===== src/rtl/control_unit.sv =====
// Multi-cycle fetch/decode/execute sequencer for the accumulator computer.
// Outputs are Moore-decoded from the state plus the current IR contents.
module control_unit #(
  parameter int MEM_LAT       = 1,
  parameter bit HALT_ON_UNDEF = 1'b0
) (
  input  logic        i_clk,
  input  logic        i_reset,
  input  logic        i_run,
  input  logic [15:0] i_ir,
  input  logic        i_acc_zero,
  output logic [15:0] o_operand_addr,
  output logic        o_pc_we,
  output logic        o_pc_sel,
  output logic        o_mar_we,
  output logic        o_mar_sel,
  output logic        o_ir_we,
  output logic        o_mbr_we,
  output logic        o_acc_we,
  output logic        o_acc_sel,
  output logic        o_mem_we,
  output logic [3:0]  o_alu_op,
  output logic        o_halted,
  output logic [3:0]  o_state
);

  localparam logic [3:0] S_IDLE = 4'h0;
  localparam logic [3:0] S_F0   = 4'h1;
  localparam logic [3:0] S_F1   = 4'h2;
  localparam logic [3:0] S_F2   = 4'h3;
  localparam logic [3:0] S_D    = 4'h4;
  localparam logic [3:0] S_E0   = 4'h5;
  localparam logic [3:0] S_E1   = 4'h6;
  localparam logic [3:0] S_E2   = 4'h7;
  localparam logic [3:0] S_E3   = 4'h8;
  localparam logic [3:0] S_S0   = 4'h9;
  localparam logic [3:0] S_S1   = 4'hA;
  localparam logic [3:0] S_H    = 4'hF;

  localparam logic [7:0] WAIT_INIT = 8'(MEM_LAT - 1);

  logic [3:0] r_state;
  logic [3:0] w_next_state;
  logic [7:0] r_wait;
  logic [7:0] w_next_wait;
  logic [3:0] w_op;

  assign w_op           = i_ir[15:12];
  assign o_operand_addr = (w_op == 4'h3) ? {8'h00, i_ir[7:0]} : {4'h0, i_ir[11:0]};
  assign o_state        = r_state;

  // State register and memory wait counter
  always_ff @(posedge i_clk or negedge i_reset) begin
    if (!i_reset) begin
      r_state <= S_IDLE;
      r_wait  <= 8'h00;
    end else begin
      r_state <= w_next_state;
      r_wait  <= w_next_wait;
    end
  end

  // Next-state selection; the counter is reloaded whenever a memory wait begins
  always_comb begin
    w_next_state = r_state;
    w_next_wait  = r_wait;
    case (r_state)
      S_IDLE: begin
        if (i_run) begin
          w_next_state = S_F0;
        end else begin
          w_next_state = S_IDLE;
        end
      end
      S_F0: begin
        w_next_state = S_F1;
        w_next_wait  = WAIT_INIT;
      end
      S_F1: begin
        if (r_wait == 8'h00) begin
          w_next_state = S_F2;
        end else begin
          w_next_wait = r_wait - 8'h01;
        end
      end
      S_F2: w_next_state = S_D;
      S_D: begin
        case (w_op)
          4'h0, 4'h4, 4'h5: w_next_state = S_F0;
          4'h1, 4'h3:       w_next_state = S_E0;
          4'h2:             w_next_state = S_S0;
          4'hF:             w_next_state = S_H;
          default:          w_next_state = HALT_ON_UNDEF ? S_H : S_F0;
        endcase
      end
      S_E0: begin
        w_next_state = S_E1;
        w_next_wait  = WAIT_INIT;
      end
      S_E1: begin
        if (r_wait == 8'h00) begin
          w_next_state = S_E2;
        end else begin
          w_next_wait = r_wait - 8'h01;
        end
      end
      S_E2:    w_next_state = S_E3;
      S_E3:    w_next_state = S_F0;
      S_S0:    w_next_state = S_S1;
      S_S1:    w_next_state = S_F0;
      S_H:     w_next_state = S_H;
      default: w_next_state = S_IDLE;
    endcase
  end

  // Datapath strobes and selects for the current state
  always_comb begin
    o_pc_we   = 1'b0;
    o_pc_sel  = 1'b0;
    o_mar_we  = 1'b0;
    o_mar_sel = 1'b0;
    o_ir_we   = 1'b0;
    o_mbr_we  = 1'b0;
    o_acc_we  = 1'b0;
    o_acc_sel = 1'b0;
    o_mem_we  = 1'b0;
    o_alu_op  = 4'h0;
    o_halted  = 1'b0;
    case (r_state)
      S_F0: o_mar_we = 1'b1;
      S_F2: begin
        o_ir_we  = 1'b1;
        o_mbr_we = 1'b1;
        o_pc_we  = 1'b1;
      end
      S_D: begin
        if (w_op == 4'h4) begin
          o_pc_we  = 1'b1;
          o_pc_sel = 1'b1;
        end else if (w_op == 4'h5) begin
          o_pc_we  = i_acc_zero;
          o_pc_sel = 1'b1;
        end else begin
          o_pc_we  = 1'b0;
          o_pc_sel = 1'b0;
        end
      end
      S_E0, S_S0: begin
        o_mar_we  = 1'b1;
        o_mar_sel = 1'b1;
      end
      S_E2: o_mbr_we = 1'b1;
      S_E3: begin
        o_acc_we = 1'b1;
        if (w_op == 4'h3) begin
          o_acc_sel = 1'b1;
          o_alu_op  = i_ir[11:8];
        end else begin
          o_acc_sel = 1'b0;
          o_alu_op  = 4'h0;
        end
      end
      S_S1:    o_mem_we = 1'b1;
      S_H:     o_halted = 1'b1;
      default: o_halted = 1'b0;
    endcase
  end

endmodule

===== config.mk =====
export PLATFORM = sky130hd
export DESIGN_NAME = control_unit
export DESIGN_NICKNAME = d
export VERILOG_FILES = /design/src/rtl/control_unit.sv
export SDC_FILE = /design/constraint.sdc
export NUM_CORES = 1
export LEC_CHECK = 0
export BUFFER_PORTS_ARGS = -buffer_cell sky130_fd_sc_hd__buf_2
export CAP_MARGIN = 10
export CORE_ASPECT_RATIO = 0.8
export CORE_MARGIN = 1
export CORE_UTILIZATION = 40
export CTS_BUF_LIST = sky130_fd_sc_hd__clkbuf_16
export CTS_CLUSTER_DIAMETER = 150
export DETAILED_ROUTE_END_ITERATION = 10
export PLACE_DENSITY = 0.81
export SKIP_LAST_GASP = 1
export SYNTH_ARGS = -nofsm -noshare
export SYNTH_HDL_FRONTEND = slang
export SYNTH_SLANG_ARGS = --single-unit

===== constraint.sdc =====
create_clock -name i_clk -period 2.13 [get_ports i_clk]
set_clock_uncertainty 0.2 [all_clocks]
set_input_delay 0.426 -clock i_clk [delete_from_list [all_inputs] [get_ports i_clk]]
set_output_delay 0.426 -clock i_clk [all_outputs]
set_load 0.02 [all_outputs]

==> impl_summary.txt <==
----------------------------------------------------
[Power]
  Cell internal power dissipation ... 0.0009637 W
  Leakage power figure ... 0.7196 nW
  Total power divided by cell area ... 1186 nW/um^2
  Proportion of power drawn by flip-flops and latches ... 18.8%
  Fraction of power consumed by combinational cells ... 60.7%
  Clk network pwr share ... 20.5%
  Net switching power of the design ... 0.0006783 W
  Final Total Pwr ... 0.001642 W
  Worst-case vdd ir drop ... 0.8054 mV
  Sw Share ... 41.31%

[Floorplanning]
  Total die area ... 2717 sq um
  Starting utilization of the core area ... 44.61%
  Num rows ... 15
  Count of boundary I/O pins ... 54
  CORE AREA ... 2252 sq um
  Overall die height ... 46.83 um
  Chip Width ... 58.04 um

[Drt]
  Post-Route WL ... 2650 um
  Total number of vias ... 1029
  Drt wl/cell ... 14.17 um
  Number of nets with antenna violations after routing ... 0
  Drt via density ... 5.503
  Number of remaining DRC errors ... 2
  Number of violations reported at the end of detailed-routing iteration 0 ... 52
  TritonRoute pass-1 iters ... 7

[Finish]
  Area added between synthesis and finish ... 37.86%
  Final instance area ... 1385 sq um
  Share of cells above drive strength 1 ... 38.27%
  Commonest cells after routing, fill and taps aside ... buf_2, nand2_1, buf_4
  Post-route insts no fill ... 187
  Number of nets in the final layout ... 185
  Fill cells ... 193
  Final Core Density ... 61.50%
  Antenna Diode Count ... 0
  Most common library cell in the layout ignoring fill and taps ... buf_2

[Logic synthesis]
  Number of warnings printed during yosys synthesis ... 0
  Flops & latches, synth ... 12
  Leading area contributor after synthesis ... dfrtp_1
  Post-Syn Instances ... 125
  Post-synthesis instance area ... 1005 sq um
  Avg Synthesized Cell Area ... 8.038 sq um
  Number of enable-type register cells in the synthesized netlist ... 0
  Synth top area share ... 29.89%
  Fraction of registers with async set or reset after synthesis ... 100.0%
  Main area contributors after synthesis ... dfrtp_1, buf_4, nand2_1, mux2i_1, and3_1
  Flip-flop cell with the highest count after synthesis ... dfrtp_1
  Yosys cell types ... 40
  Proportion of synthesized chip area in sequential cells ... 29.89%

[Placed design]
  Count of buffers inserted at the top-level ports ... 33
  Area post-placement ... 1194 sq um
  HPWL after detailed placement ... 1889 um
  Inst Count DP ... 178
  Pre-CTS WS ... -0.1342 ns
  Final Wtd Congestion ... 0.7883

[Setup path]
  Launching point of the worst reg2reg path ... o_state[0]
  Required time reported for the critical path endpoint ... 2.09 ns
  Worst R2R End ... r_wait[5]
  Worst reg2reg path depth ... 5
  Nature of the critical path endpoint ... flip-flop
  Critical Path Start Type ... flip-flop
  Setup slack of the worst register-to-register path ... -0.14 ns
  CP Data Arrival Time ... 2.23 ns
  Maximum fanout along the worst path ... 3
  Critical path class ... flip-flop to flip-flop

[Min path]
  Worst hold path depth ... 1
  Worst min path class ... flip-flop to flip-flop
  Terminating pin of the worst hold path ... r_wait[7]
  HP Start ... r_wait[7]

[STA]
  Smallest setup slack after layout ... -0.1378 ns
  Final number of max-transition violations ... 0
  Crit share post-route ... 106.5%
  Count of final hold-check violations ... 0
  Final min period ... 2.268 ns
  Final setup viols ... 2
  RSZ-0062 raised after global routing ... yes
  Maximum clock frequency ... 441.0 MHz

[Clock tree]
  Clock buffer depth ... 2
  Clock Latency Late Sink ... 0.23 ns
  Number of buffers added by the clock tree synthesis step ... 3
  Maximum level of the CTS H-tree ... 1
  Buffer cell driving the clock tree root ... clkbuf_16
  CTS tree ... done
  CTS clk-pin slew, worst paths ... 0.04 ns
  Sink count of the clock tree ... 12

[Global routing]
  Number of global-route vias before repair ... 919
  Number of antenna violations at the first check in global routing ... 0
  Total congestion overflow ... 0
  Largest net degree at the start of global routing ... 18
  Total GRT Usage ... 19.72%
  Global-route wire length before repair ... 4043 um

[Job]
  Number of maximum-capacitance constraint violations ... 0

[Status]
  Run status ... finished with violations
  Violations in the final reports ... design-rule violations, negative setup slack

----------------------------------------------------
[synth_stat cells, types with 2 or more instances]
| library cell | n |
|---|---|
| a21oi_1 | 7 |
| a31oi_1 | 2 |
| and3_1 | 6 |
| buf_4 | 12 |
| clkbuf_1 | 6 |
| dfrtp_1 | 12 |
| ha_1 | 2 |
| inv_1 | 4 |
| mux2i_1 | 4 |
| nand2_1 | 13 |
| nand2b_1 | 6 |
| nand3_1 | 2 |
| nand3b_1 | 2 |
| nor2_1 | 4 |
| nor2b_1 | 5 |
| nor3_1 | 7 |
| nor3b_1 | 2 |
| o21ai_0 | 2 |
| o21ai_1 | 3 |
| or3_1 | 2 |
| or3b_1 | 2 |
| or4_1 | 2 |
[power by group through the flow]
stage	sequential, W	clock, W	combinational [W]
6_report	0.000309	0.000336	0.000997
3_3_place_gp	0.000295	0	0.000805
2_1_floorplan	0.000357	0	0.000522
5_1_grt	0.000313	0.000351	0.00107
3_5_place_dp	0.000299	0	0.000818
4_1_cts	0.000298	0.000341	0.000869
[sequential cells by signal, summed over array words and instances, names as in the netlist]
signal	count
o_state	4
r_wait	8
[per-layer routing]
layer	track usage [%]	up-vias	wire (um)
met3	5.510	6	121
met2	33.33	28	1297
met4	5.714	0	46
met1	25.30	491	1185
met5	0	-	0
li1	-	504	-
[worst max path at each step]
| stage | start | slack, ns | to | cells after the start |
|---|---|---|---|---|
| after detailed placement | r_wait[0] | -0.13 | r_wait[7] | 4 |
| after floorplan | o_state[0] | -0.17 | r_wait[7] | 4 |
| after global placement | r_wait[0] | -0.11 | r_wait[7] | 4 |
| after global routing | o_state[0] | -0.17 | r_wait[7] | 4 |
| after CTS | o_state[0] | -0.12 | r_wait[7] | 4 |
| final | o_state[0] | -0.14 | r_wait[5] | 5 |
[critical path, cell delays in order, from the launching register on]
cell and delay (ns):
dfrtp_2 0.40, or4b_4 0.54, or4_4 0.44, buf_6 0.13
or4_1 0.41, o21ai_1 0.08
[kinds of logic after synthesis]
group | after synthesis | share of synthesized area, %
compound gates | 24 | 15.69
xor+xnor | 1 | 0.8719
flops | 12 | 29.89
fa+ha+maj | 2 | 2.490
buf+inv | 22 | 12.70
other cells | 1 | 0.3732
mux | 4 | 3.985
simple gates | 59 | 34.00
[timing repair]
item,4_1_cts,5_1_grt
pin swaps,3,3
hold buffers,1,0
cloned,0,1
hold endpoints to repair,12,0
setup endpoints to repair,3,8
buffers inserted,1,2
gates resized for setup,5,7
[stage by stage]
| step | TNS (ns) | hold slack (ns) |
|---|---|---|
| finish | -0.2660 | 0.3228 |
| global route | -0.3689 | 0.3452 |
| CTS | -0.2270 | 0.3060 |
| detailed placement | -0.2288 | 0.1138 |
| global placement | -0.1825 | 0.1143 |
| floorplan | -0.1661 | -0.06959 |
[area by class of cell]
cell class	count	area, sq um	share of cell area [%]
Clock buffer	3	75.07	5.420
Clock inverter	1	3.754	0.2710
Inverter	4	15.01	1.084
Multi-Input combinational cell	94	636.9	45.98
Sequential cell	12	302.8	21.86
Tap cell	25	31.28	2.258
Timing Repair Buffer	48	320.3	23.13
No activity file was read; power rests on OpenSTA's default activity.
